==> src/rtl/vedic_pkg.sv <==
// rtl/vedic_pkg.sv - shared encodings and constants for the sequential Vedic multiplier
package vedic_pkg;

  typedef enum logic [1:0] {
    ST_IDLE  = 2'd0,
    ST_MUL   = 2'd1,
    ST_DRAIN = 2'd2,
    ST_DONE  = 2'd3
  } state_t;

  localparam int NSTEP = 4;
  localparam int NIB   = 4;

  // Shift applied to each partial product, indexed by step: {0,4,4,8}
  localparam logic [4*NSTEP-1:0] SHIFT_TAB = {4'd8, 4'd4, 4'd4, 4'd0};

  function automatic logic [3:0] shift_of(input logic [1:0] step);
    return SHIFT_TAB[{step, 2'b00} +: 4];
  endfunction

endpackage

==> src/rtl/vedic_multiplier4x4bit.sv <==
// rtl/vedic_multiplier4x4bit.sv - combinational 4x4 Vedic (urdhva-tiryagbhyam) multiplier core
module vedic_multiplier4x4bit (
  input  logic [3:0] a,
  input  logic [3:0] b,
  output logic [7:0] p
);

  // 2x2 vertical-and-crosswise cell built from half adders
  function automatic logic [3:0] vm2(input logic [1:0] x, input logic [1:0] y);
    logic       c1;
    logic [3:0] r;
    r[0] = x[0] & y[0];
    r[1] = (x[1] & y[0]) ^ (x[0] & y[1]);
    c1   = (x[1] & y[0]) & (x[0] & y[1]);
    r[2] = (x[1] & y[1]) ^ c1;
    r[3] = (x[1] & y[1]) & c1;
    return r;
  endfunction

  logic [3:0] q0, q1, q2, q3;

  always_comb begin
    q0 = vm2(a[1:0], b[1:0]);
    q1 = vm2(a[3:2], b[1:0]);
    q2 = vm2(a[1:0], b[3:2]);
    q3 = vm2(a[3:2], b[3:2]);
    p  = {4'b0000, q0} + {2'b00, q1, 2'b00} + {2'b00, q2, 2'b00} + {q3, 4'b0000};
  end

endmodule

==> src/rtl/vedic_mult8_seq_ctrl.sv <==
// rtl/vedic_mult8_seq_ctrl.sv - 8x8 multiplier time-sharing one 4x4 Vedic core over four steps
module vedic_mult8_seq_ctrl
  import vedic_pkg::*;
#(
  parameter int OPW    = 8,
  parameter bit REG_PP = 1'b0
) (
  input  logic             clk,
  input  logic             rst_n,
  input  logic             in_valid,
  output logic             in_ready,
  input  logic [OPW-1:0]   a,
  input  logic [OPW-1:0]   b,
  output logic             out_valid,
  input  logic             out_ready,
  output logic [2*OPW-1:0] product,
  output logic             busy
);

  localparam int         PW        = 2 * OPW;
  localparam logic [1:0] LAST_STEP = 2'(NSTEP - 1);

  state_t          state, state_nx;
  logic [1:0]      step;
  logic [OPW-1:0]  a_q, b_q;
  logic [NIB-1:0]  nib_a, nib_b;
  logic [7:0]      pp;
  logic [PW-1:0]   pp_sh, pp_sh_q, addend, sum, acc;
  logic            add_en, last_add;

  // step[0] picks the high nibble of a, step[1] the high nibble of b
  always_comb begin
    nib_a = step[0] ? a_q[2*NIB-1:NIB] : a_q[NIB-1:0];
    nib_b = step[1] ? b_q[2*NIB-1:NIB] : b_q[NIB-1:0];
  end

  vedic_multiplier4x4bit u_core (
    .a (nib_a),
    .b (nib_b),
    .p (pp)
  );

  always_comb begin
    pp_sh    = {{(PW-8){1'b0}}, pp} << shift_of(step);
    addend   = pp_sh;
    add_en   = 1'b0;
    last_add = 1'b0;
    if (REG_PP) begin
      // Registered path: each add lags its core step by one cycle, DRAIN takes the last
      addend   = pp_sh_q;
      add_en   = ((state == ST_MUL) && (step != 2'd0)) || (state == ST_DRAIN);
      last_add = (state == ST_DRAIN);
    end else begin
      add_en   = (state == ST_MUL);
      last_add = (state == ST_MUL) && (step == LAST_STEP);
    end
    sum = acc + addend;
  end

  always_ff @(posedge clk or negedge rst_n) begin
    if (!rst_n) begin
      state <= ST_IDLE;
    end else begin
      state <= state_nx;
    end
  end

  always_comb begin
    state_nx = state;
    case (state)
      ST_IDLE:  if (in_valid) state_nx = ST_MUL;
      ST_MUL:   if (step == LAST_STEP) state_nx = REG_PP ? ST_DRAIN : ST_DONE;
      ST_DRAIN: state_nx = ST_DONE;
      ST_DONE:  if (out_ready) state_nx = ST_IDLE;
      default:  state_nx = ST_IDLE;
    endcase
  end

  always_comb begin
    in_ready  = (state == ST_IDLE);
    out_valid = (state == ST_DONE);
    busy      = (state != ST_IDLE);
  end

  always_ff @(posedge clk or negedge rst_n) begin
    if (!rst_n) begin
      a_q     <= '0;
      b_q     <= '0;
      step    <= '0;
      acc     <= '0;
      pp_sh_q <= '0;
      product <= '0;
    end else begin
      pp_sh_q <= pp_sh;
      if ((state == ST_IDLE) && in_valid) begin
        a_q  <= a;
        b_q  <= b;
        step <= '0;
        acc  <= '0;
      end else begin
        if (state == ST_MUL) step <= step + 2'd1;
        if (add_en) acc <= sum;
        if (last_add) product <= sum;
      end
    end
  end

endmodule
==> config.mk <==
export PLATFORM = sky130hd
export DESIGN_NAME = vedic_mult8_seq_ctrl
export DESIGN_NICKNAME = d
export VERILOG_FILES = /design/src/rtl/vedic_pkg.sv /design/src/rtl/vedic_multiplier4x4bit.sv /design/src/rtl/vedic_mult8_seq_ctrl.sv
export SDC_FILE = /design/constraint.sdc
export NUM_CORES = 1
export LEC_CHECK = 0
export CORE_MARGIN = 2
export CORE_UTILIZATION = 55
export CTS_BUF_LIST = sky130_fd_sc_hd__clkbuf_2
export CTS_CLUSTER_SIZE = 25
export DETAILED_ROUTE_END_ITERATION = 16
export GPL_TIMING_DRIVEN = 0
export PLACE_DENSITY_LB_ADDON = 0.2
export RECOVER_POWER = 50
export SKIP_CTS_REPAIR_TIMING = 1
export SLEW_MARGIN = 20
export SYNTH_ARGS = -nofsm -noshare
export SYNTH_HDL_FRONTEND = slang
export SYNTH_SLANG_ARGS = --single-unit
==> constraint.sdc <==
create_clock -name clk -period 7.5 [get_ports clk]
set_input_delay 1.5 -clock clk [delete_from_list [all_inputs] [get_ports clk]]
set_output_delay 1.5 -clock clk [all_outputs]
set_load 0.02 [all_outputs]
==> results.md, run 1 <==
* # IOs at 39
* Cells after Synth at 405
* Post-synth EDFFs at 0
* Cell Int Power at 1070 uW
* Arrival time worst endpoint at 6.63 ns
* Post-Layout Cell Count at 528
* Final Hold Slack at 0.5121 ns
* Initial drt markers at 134
* Die Wd at 85.41 um
* Overflow after GRT at 0
* Routed wire length per instance at 15.66 um
* CTS max path bufs at 2
* Failing checks: max-capacitance violations, max-slew violations
* Largest net degree at the start of global routing at 53
* CP Max Fanout at 5
* Vias at 3002
* Rel. slew slack at -0.8934
* Clock Latency Late Sink at 0.43 ns
* Number of global-route vias before repair at 2957
* Asr flop ratio synth at 1.000
* Antenna violation net count after detailed routing at 0
* Max-slew violations at 53
* Setup Skew at 0.02181 ns
* Clock slew at reported path FFs at 0.25 ns
* FP Rows at 29
* Yosys warns at 0
* FF-to-FF setup slack at 1.19 ns
* Crit path buffers/inverters at 3
* Synthesis-stage register bit count at 52
* Tcrit/Tclk final at 0.8418
* Final wirelength at 8.271 mm
* Clock network fraction of total power at 0.070
* Required @ worst endpoint at 7.81 ns
* DR vias/cell at 5.686
* Initial antenna violation count at 0
* Die Footprint at 7294 um^2
* RePlAce Congestion at 0.9021
* Worst-margin pin slew at 2.840 ns
* RSZ-0062 raised after global routing: no
* Pwr Total at 2072 uW
* CP startpoint kind: register
* Endpoints failing setup at 0
* Flop pwr share at 0.232
* Sw frac at 0.4839
* # clock sinks at 52
* H-Tree Depth at 2
* Comb pwr share at 0.698
* Achievable frequency at 158.4 MHz
* Pwr/cell area at 496.4 nW/um^2
* Syn avg cell area at 8.999 um^2
* Top FF cell, synth: dfrtp_1
* Lkg Pwr at 0.002013 uW
* Detail Placement HPWL at 6.350 mm
* IO buf count at 38
* Unique masters post-synth at 55
* Crit-path leading delay family: adder cells
* Peak VDD IR at 0.0003001 V
* Sw power at 1003 uW
* Total CTS buffers at 5
* Placed Instances at 520
* CTS tree: built
* Slowest cell on crit path: a2111oi_1
* Root buf cell: clkbuf_2
* Worst Hold Class: register to register
* Setup TNS at 0 ns
* DR pass1 iterations at 5
* Final Hold Vio Count at 0
* Antenna cell count at 0
* Initial core utilization at 0.5707
* Status: finished with violations
* Global-route wire length before repair at 13.90 mm
* Total track usage at 0.2380
* CP Capture Type: register
* Cell Area, Synth at 3645 um^2
* CP dominant cell by count: ha_1
* Layout cell share with drive strength beyond 1 at 0.05987
* Post-synthesis sequential area ratio at 0.3570
* Period minus WS final at 6.314 ns
* Final nets at 511
* Die height at 85.41 um
* CP Class: register to register
* Synth-to-layout area growth at 14.56%
* Worst path cell trace: clkbuf_1 > mux2i_1 > nor2_1 > ha_1 > ha_1 > ha_1 > inv_1 > fa_1 > xor2_1 > fa_1 > inv_1 > ha_1 > a21o_1 > a21oi_1 > xnor2_1 > mux2i_1 > nor2_1 > ha_1 > o21a_1 > nor2_1 > a2111oi_1 > a21oi_1 > xnor2_1 > a21oi_1
* Max Cap Violations at 1
* Syn nets at 466
* Residual DRC at 0
* Core ar. at 6386 um^2
* Crit-path max cell delay at 0.73 ns
-- worst reg2reg max path, cell delays in order (launching register included) --
cell and delay (ns):
dfrtp_1 0.41, clkbuf_1 0.31, mux2i_1 0.50, nor2_1 0.10, ha_1 0.21, ha_1 0.28, ha_1 0.17, inv_1 0.06
fa_1 0.37, xor2_1 0.19, fa_1 0.60, inv_1 0.06, ha_1 0.29, a21o_1 0.18, a21oi_1 0.17, xnor2_1 0.12
mux2i_1 0.22, nor2_1 0.10, ha_1 0.36, o21a_1 0.19, nor2_1 0.07, a2111oi_1 0.73, a21oi_1 0.20, xnor2_1 0.24
a21oi_1 0.09
-- stage by stage --
stage | util | area (um^2) | setup WS [ns]
2_1_floorplan | - | 3645 | 2.202
3_3_place_gp | 0.6454 | 4121 | 1.420
3_5_place_dp | 0.6450 | 4119 | 1.319
4_1_cts | 0.6552 | 4184 | 1.257
5_1_grt | 0.6538 | 4175 | 0.7697
6_report | 0.6538 | 4175 | 1.186
-- cell usage after synthesis, types with 2 or more instances --
cell type | instances | area (um^2)
nand3b_1 | 3 | 22.52
inv_1 | 25 | 93.84
a211oi_1 | 5 | 37.54
and3_1 | 2 | 12.51
o21a_1 | 4 | 30.03
nor2_1 | 43 | 161.4
nand2b_1 | 2 | 12.51
xnor2_1 | 11 | 96.34
mux2_2 | 8 | 90.09
dfrtp_1 | 52 | 1301
mux2i_1 | 17 | 170.2
nand3_1 | 5 | 25.02
a21oi_1 | 24 | 120.1
buf_6 | 3 | 33.78
nor3b_1 | 6 | 45.04
fa_1 | 5 | 100.1
clkbuf_1 | 13 | 48.80
a21o_1 | 5 | 37.54
nor2b_1 | 4 | 25.02
ha_1 | 36 | 450.4
nand4_1 | 4 | 25.02
and2_1 | 3 | 18.77
a31oi_1 | 2 | 12.51
nand2_1 | 70 | 262.8
o21ai_0 | 18 | 90.09
xor2_1 | 6 | 52.55
-- final cells by class --
cell class,instances,area [um^2]
Fill cell,544,2211
Multi-Input combinational cell,310,2145
Sequential cell,52,1301
Timing Repair Buffer,38,374.1
Buffer,18,100.1
Tap cell,77,96.34
Inverter,25,93.84
Clock inverter,2,35.03
Clock buffer,6,30.03
-- final timing paths --
path | start | to | cells after the start
max in group asynchronous | rst_n | a_q[0] | 1
min | b_q[0] | b_q[0] | 2
max reg2reg | step[1] | acc[15] | 24
min reg2reg | b_q[0] | b_q[0] | 2
min in group asynchronous | rst_n | acc[6] | 1
max | step[1] | acc[15] | 24
-- kinds of logic (layout without fill, tap and decap cells) --
group / after synthesis / count (layout) / synth area share
AOI/OAI and AO/OA: 74 / 74 / 0.1339
DFF: 52 / 52 / 0.3570
buffers and inverters: 43 / 89 / 0.05321
and+or+nand+nor: 153 / 153 / 0.1926
muxes: 25 / 25 / 0.07140
adders and majority gates: 41 / 41 / 0.1510
xor gates and xnor gates: 17 / 17 / 0.04085
-- cells in the final DEF (no fill, tap or decap), types with 2 or more instances in the layout --
cell,count
mux2_2,8
inv_1,25
clkbuf_1,14
a21o_1,5
nor3b_1,6
o21a_1,4
a211oi_1,5
and2_1,3
nand3_1,6
xor2_1,6
and3_1,2
mux2i_1,17
a21oi_1,24
clkdlybuf4s50_1,36
nor2_1,43
buf_6,3
a31oi_1,2
dfrtp_1,52
nand4_1,4
fa_1,5
clkbuf_2,6
ha_1,36
nor2b_1,4
xnor2_1,11
nand2_1,70
nand2b_1,2
o21ai_0,18
nand3b_1,3
-- routing by layer --
metal	up-vias	share of wire	GRT usage
li1	1477	-	-
met2	59	0.49	0.3935
met5	-	0	0
met4	0	0.016	0.06205
met1	1454	0.46	0.3296
met3	12	0.033	0.03502
-- power by group through the flow --
stage / clock (uW) / sequential (uW) / combinational (uW)
after floorplan: 0 / 517 / 1020
after global placement: 0 / 482 / 1380
after detailed placement: 0 / 489 / 1440
after CTS: 150 / 481 / 1450
after global routing: 160 / 497 / 1610
final: 146 / 480 / 1450
-- registers in the layout, indices dropped and copies added (netlist names) --
signal   count
acc         16
state        2
product     16
step         2
a_q          8
b_q          8
Power figures use the tool's default switching activity.
==> inputs of run 2 (changes only) <==
- CORE_UTILIZATION: 55 -> 53
- clock period: 7.5 -> 5.6 ns (I/O delays scaled with it)
==> results.md, run 2 (synthesized netlist as in run 1, its figures left out) <==
* Initial drt markers at 189
* Endpoints failing setup at 0
* DP Worst Slack at -0.6829 ns
* Worst Hold Class: register to register
* CP Capture Type: register
* Global-route wire length before repair at 13.53 mm
* RePlAce Congestion at 0.8723
* Max-slew violations at 53
* Peak VDD IR at 0.0004268 V
* Largest registers: acc x16, product x16
* Most frequent cells in the layout: 70 x nand2_1, 50 x dfrtp_1, 41 x nor2_1, 36 x clkdlybuf4s50_1, 34 x ha_1
* Core ar. at 6719 um^2
* IO buf count at 38
* Pwr/cell area at 695.8 nW/um^2
* Final nets at 518
* Layout Utilization at 0.6566
* Required @ worst endpoint at 5.93 ns
* Sequential cell area at 1304 um^2
* Total CTS buffers at 5
* Fillers at 560
* Rel. slew slack at -0.8208
* H-Tree Depth at 2
* CP dominant cell by count: ha_1
* Metal3 WL at 263 um
* Total track usage at 0.2288
* CTS tree: built
* CP Max Fanout at 6
* Antenna cell count at 0
* Multi-input gate area at 2312 um^2
* Synth-to-layout area growth at 21.04%
* Post-Layout Cell Count at 538
* Max Cap Violations at 1
* Routed wire length per instance at 15.62 um
* Clock slew at reported path FFs at 0.26 ns
* Worst path cell trace: mux2i_4 > nor2_1 > ha_1 > ha_1 > ha_1 > inv_1 > fa_1 > xor2_1 > fa_1 > inv_1 > ha_1 > a21o_1 > a21oi_2 > xnor2_2 > mux2i_2 > nor2_2 > ha_2 > o21a_1 > nor2_2 > a2111oi_4 > or3_2 > nand3_1 > a21oi_1
* Setup slack after layout at 0.1732 ns
* Worst-margin pin slew at 2.731 ns
* Initial antenna violation count at 0
* Status: finished with violations
* Placed Instances at 523
* Clock Latency Late Sink at 0.44 ns
* Largest net degree at the start of global routing at 53
* DR pass1 iterations at 4
* Layout cell share with drive strength beyond 1 at 0.1397
* M1 WL at 4.020 mm
* Achievable frequency at 184.3 MHz
* Number of global-route vias before repair at 2833
* Failing checks: max-capacitance violations, max-slew violations
* # clock sinks at 52
* # IOs at 39
* Die Footprint at 7556 um^2
* Crit-path max cell delay at 0.56 ns
* Lkg Pwr at 0.002086 uW
* Commonest non-fill, non-tap cell in the layout: nand2_1
* Crit path buffers/inverters at 2
* Die height at 86.93 um
* Period minus WS final at 5.427 ns
* Detail Placement HPWL at 6.365 mm
* Arrival time worst endpoint at 5.76 ns
* FP Rows at 30
* Final Hold Slack at 0.5064 ns
* Tcrit/Tclk final at 0.9691
* Root buf cell: clkbuf_2
* Residual DRC at 0
* Final Hold Vio Count at 0
* Final wirelength at 8.406 mm
* Crit-path leading delay family: adder cells
* Initial core utilization at 0.5425
* DR vias/cell at 5.617
* Die Wd at 86.93 um
* Overflow after GRT at 0
* Top Metal Used: met4
* Vias at 3022
* CP Class: register to register
* Slowest cell on crit path: dfrtp_2
* Setup Skew at 0.01024 ns
* Routed wl met2 at 3.992 mm
* CTS max path bufs at 2
* CP startpoint kind: register
* Antenna violation net count after detailed routing at 0
run 2: cell types whose count changed in the layout (fill, tap and decap cells not counted), moves of 3 or more:
cell | before | now
buf_4 | 1 | 10
mux2i_1 | 17 | 10
a21oi_1 | 24 | 20
mux2i_4 | 0 | 4
a21oi_2 | 0 | 3
mux2i_2 | 0 | 3
xnor2_1 | 11 | 8
xnor2_2 | 0 | 3
run 2: cell type report:
cell class,count,share of cell area
buffer,16,0.02099
clock buffer,5,0.005672
clock inverter,3,0.009643
inverter,25,0.02127
multi-input combinational,310,0.5241
sequential,52,0.2955
tap,80,0.02269
timing repair buffer,47,0.1001
run 2: worst paths after layout:
path,start,end,slack [ns],cells past startpoint
min in group asynchronous,rst_n,product[6],1.50,1
worst min register to register,product[11],product[11],0.51,2
worst min-delay path,product[11],product[11],0.51,2
worst max register to register,step[1],acc[11],0.17,23
worst max-delay path,step[1],acc[11],0.17,23
max in group asynchronous,rst_n,step[0],2.40,1
run 2: worst reg2reg max path, cell delays in order (launching register included):
cell	delay, ns
dfrtp_2	0.56
mux2i_4	0.32
nor2_1	0.07
ha_1	0.20
ha_1	0.27
ha_1	0.18
inv_1	0.06
fa_1	0.38
xor2_1	0.17
fa_1	0.56
inv_1	0.06
ha_1	0.28
a21o_1	0.20
a21oi_2	0.19
xnor2_2	0.16
mux2i_2	0.14
nor2_2	0.16
ha_2	0.32
o21a_1	0.14
nor2_2	0.19
a2111oi_4	0.07
or3_2	0.48
nand3_1	0.10
a21oi_1	0.07
run 2: through the flow:
| stage | area [um^2] | TNS, ns | power [uW] |
|---|---|---|---|
| after floorplan | 3645 | 0 | 2061 |
| after global placement | 4125 | -3.776 | 2537 |
| after detailed placement | 4123 | -4.478 | 2585 |
| after CTS | 4190 | -5.420 | 2787 |
| after global routing | 4412 | -0.06110 | 3335 |
| final | 4412 | 0 | 3070 |
run 2: power breakdown:
group	internal, uW	switching, uW
clock network	75.0	121
registers	551	128
logic	970	1220
run 2: per-layer routing:
layer | global-route usage | vias up
met4 | 0.05256 | 0
met3 | 0.03412 | 11
met5 | 0 | -
met2 | 0.3643 | 55
met1 | 0.3307 | 1462
li1 | - | 1494
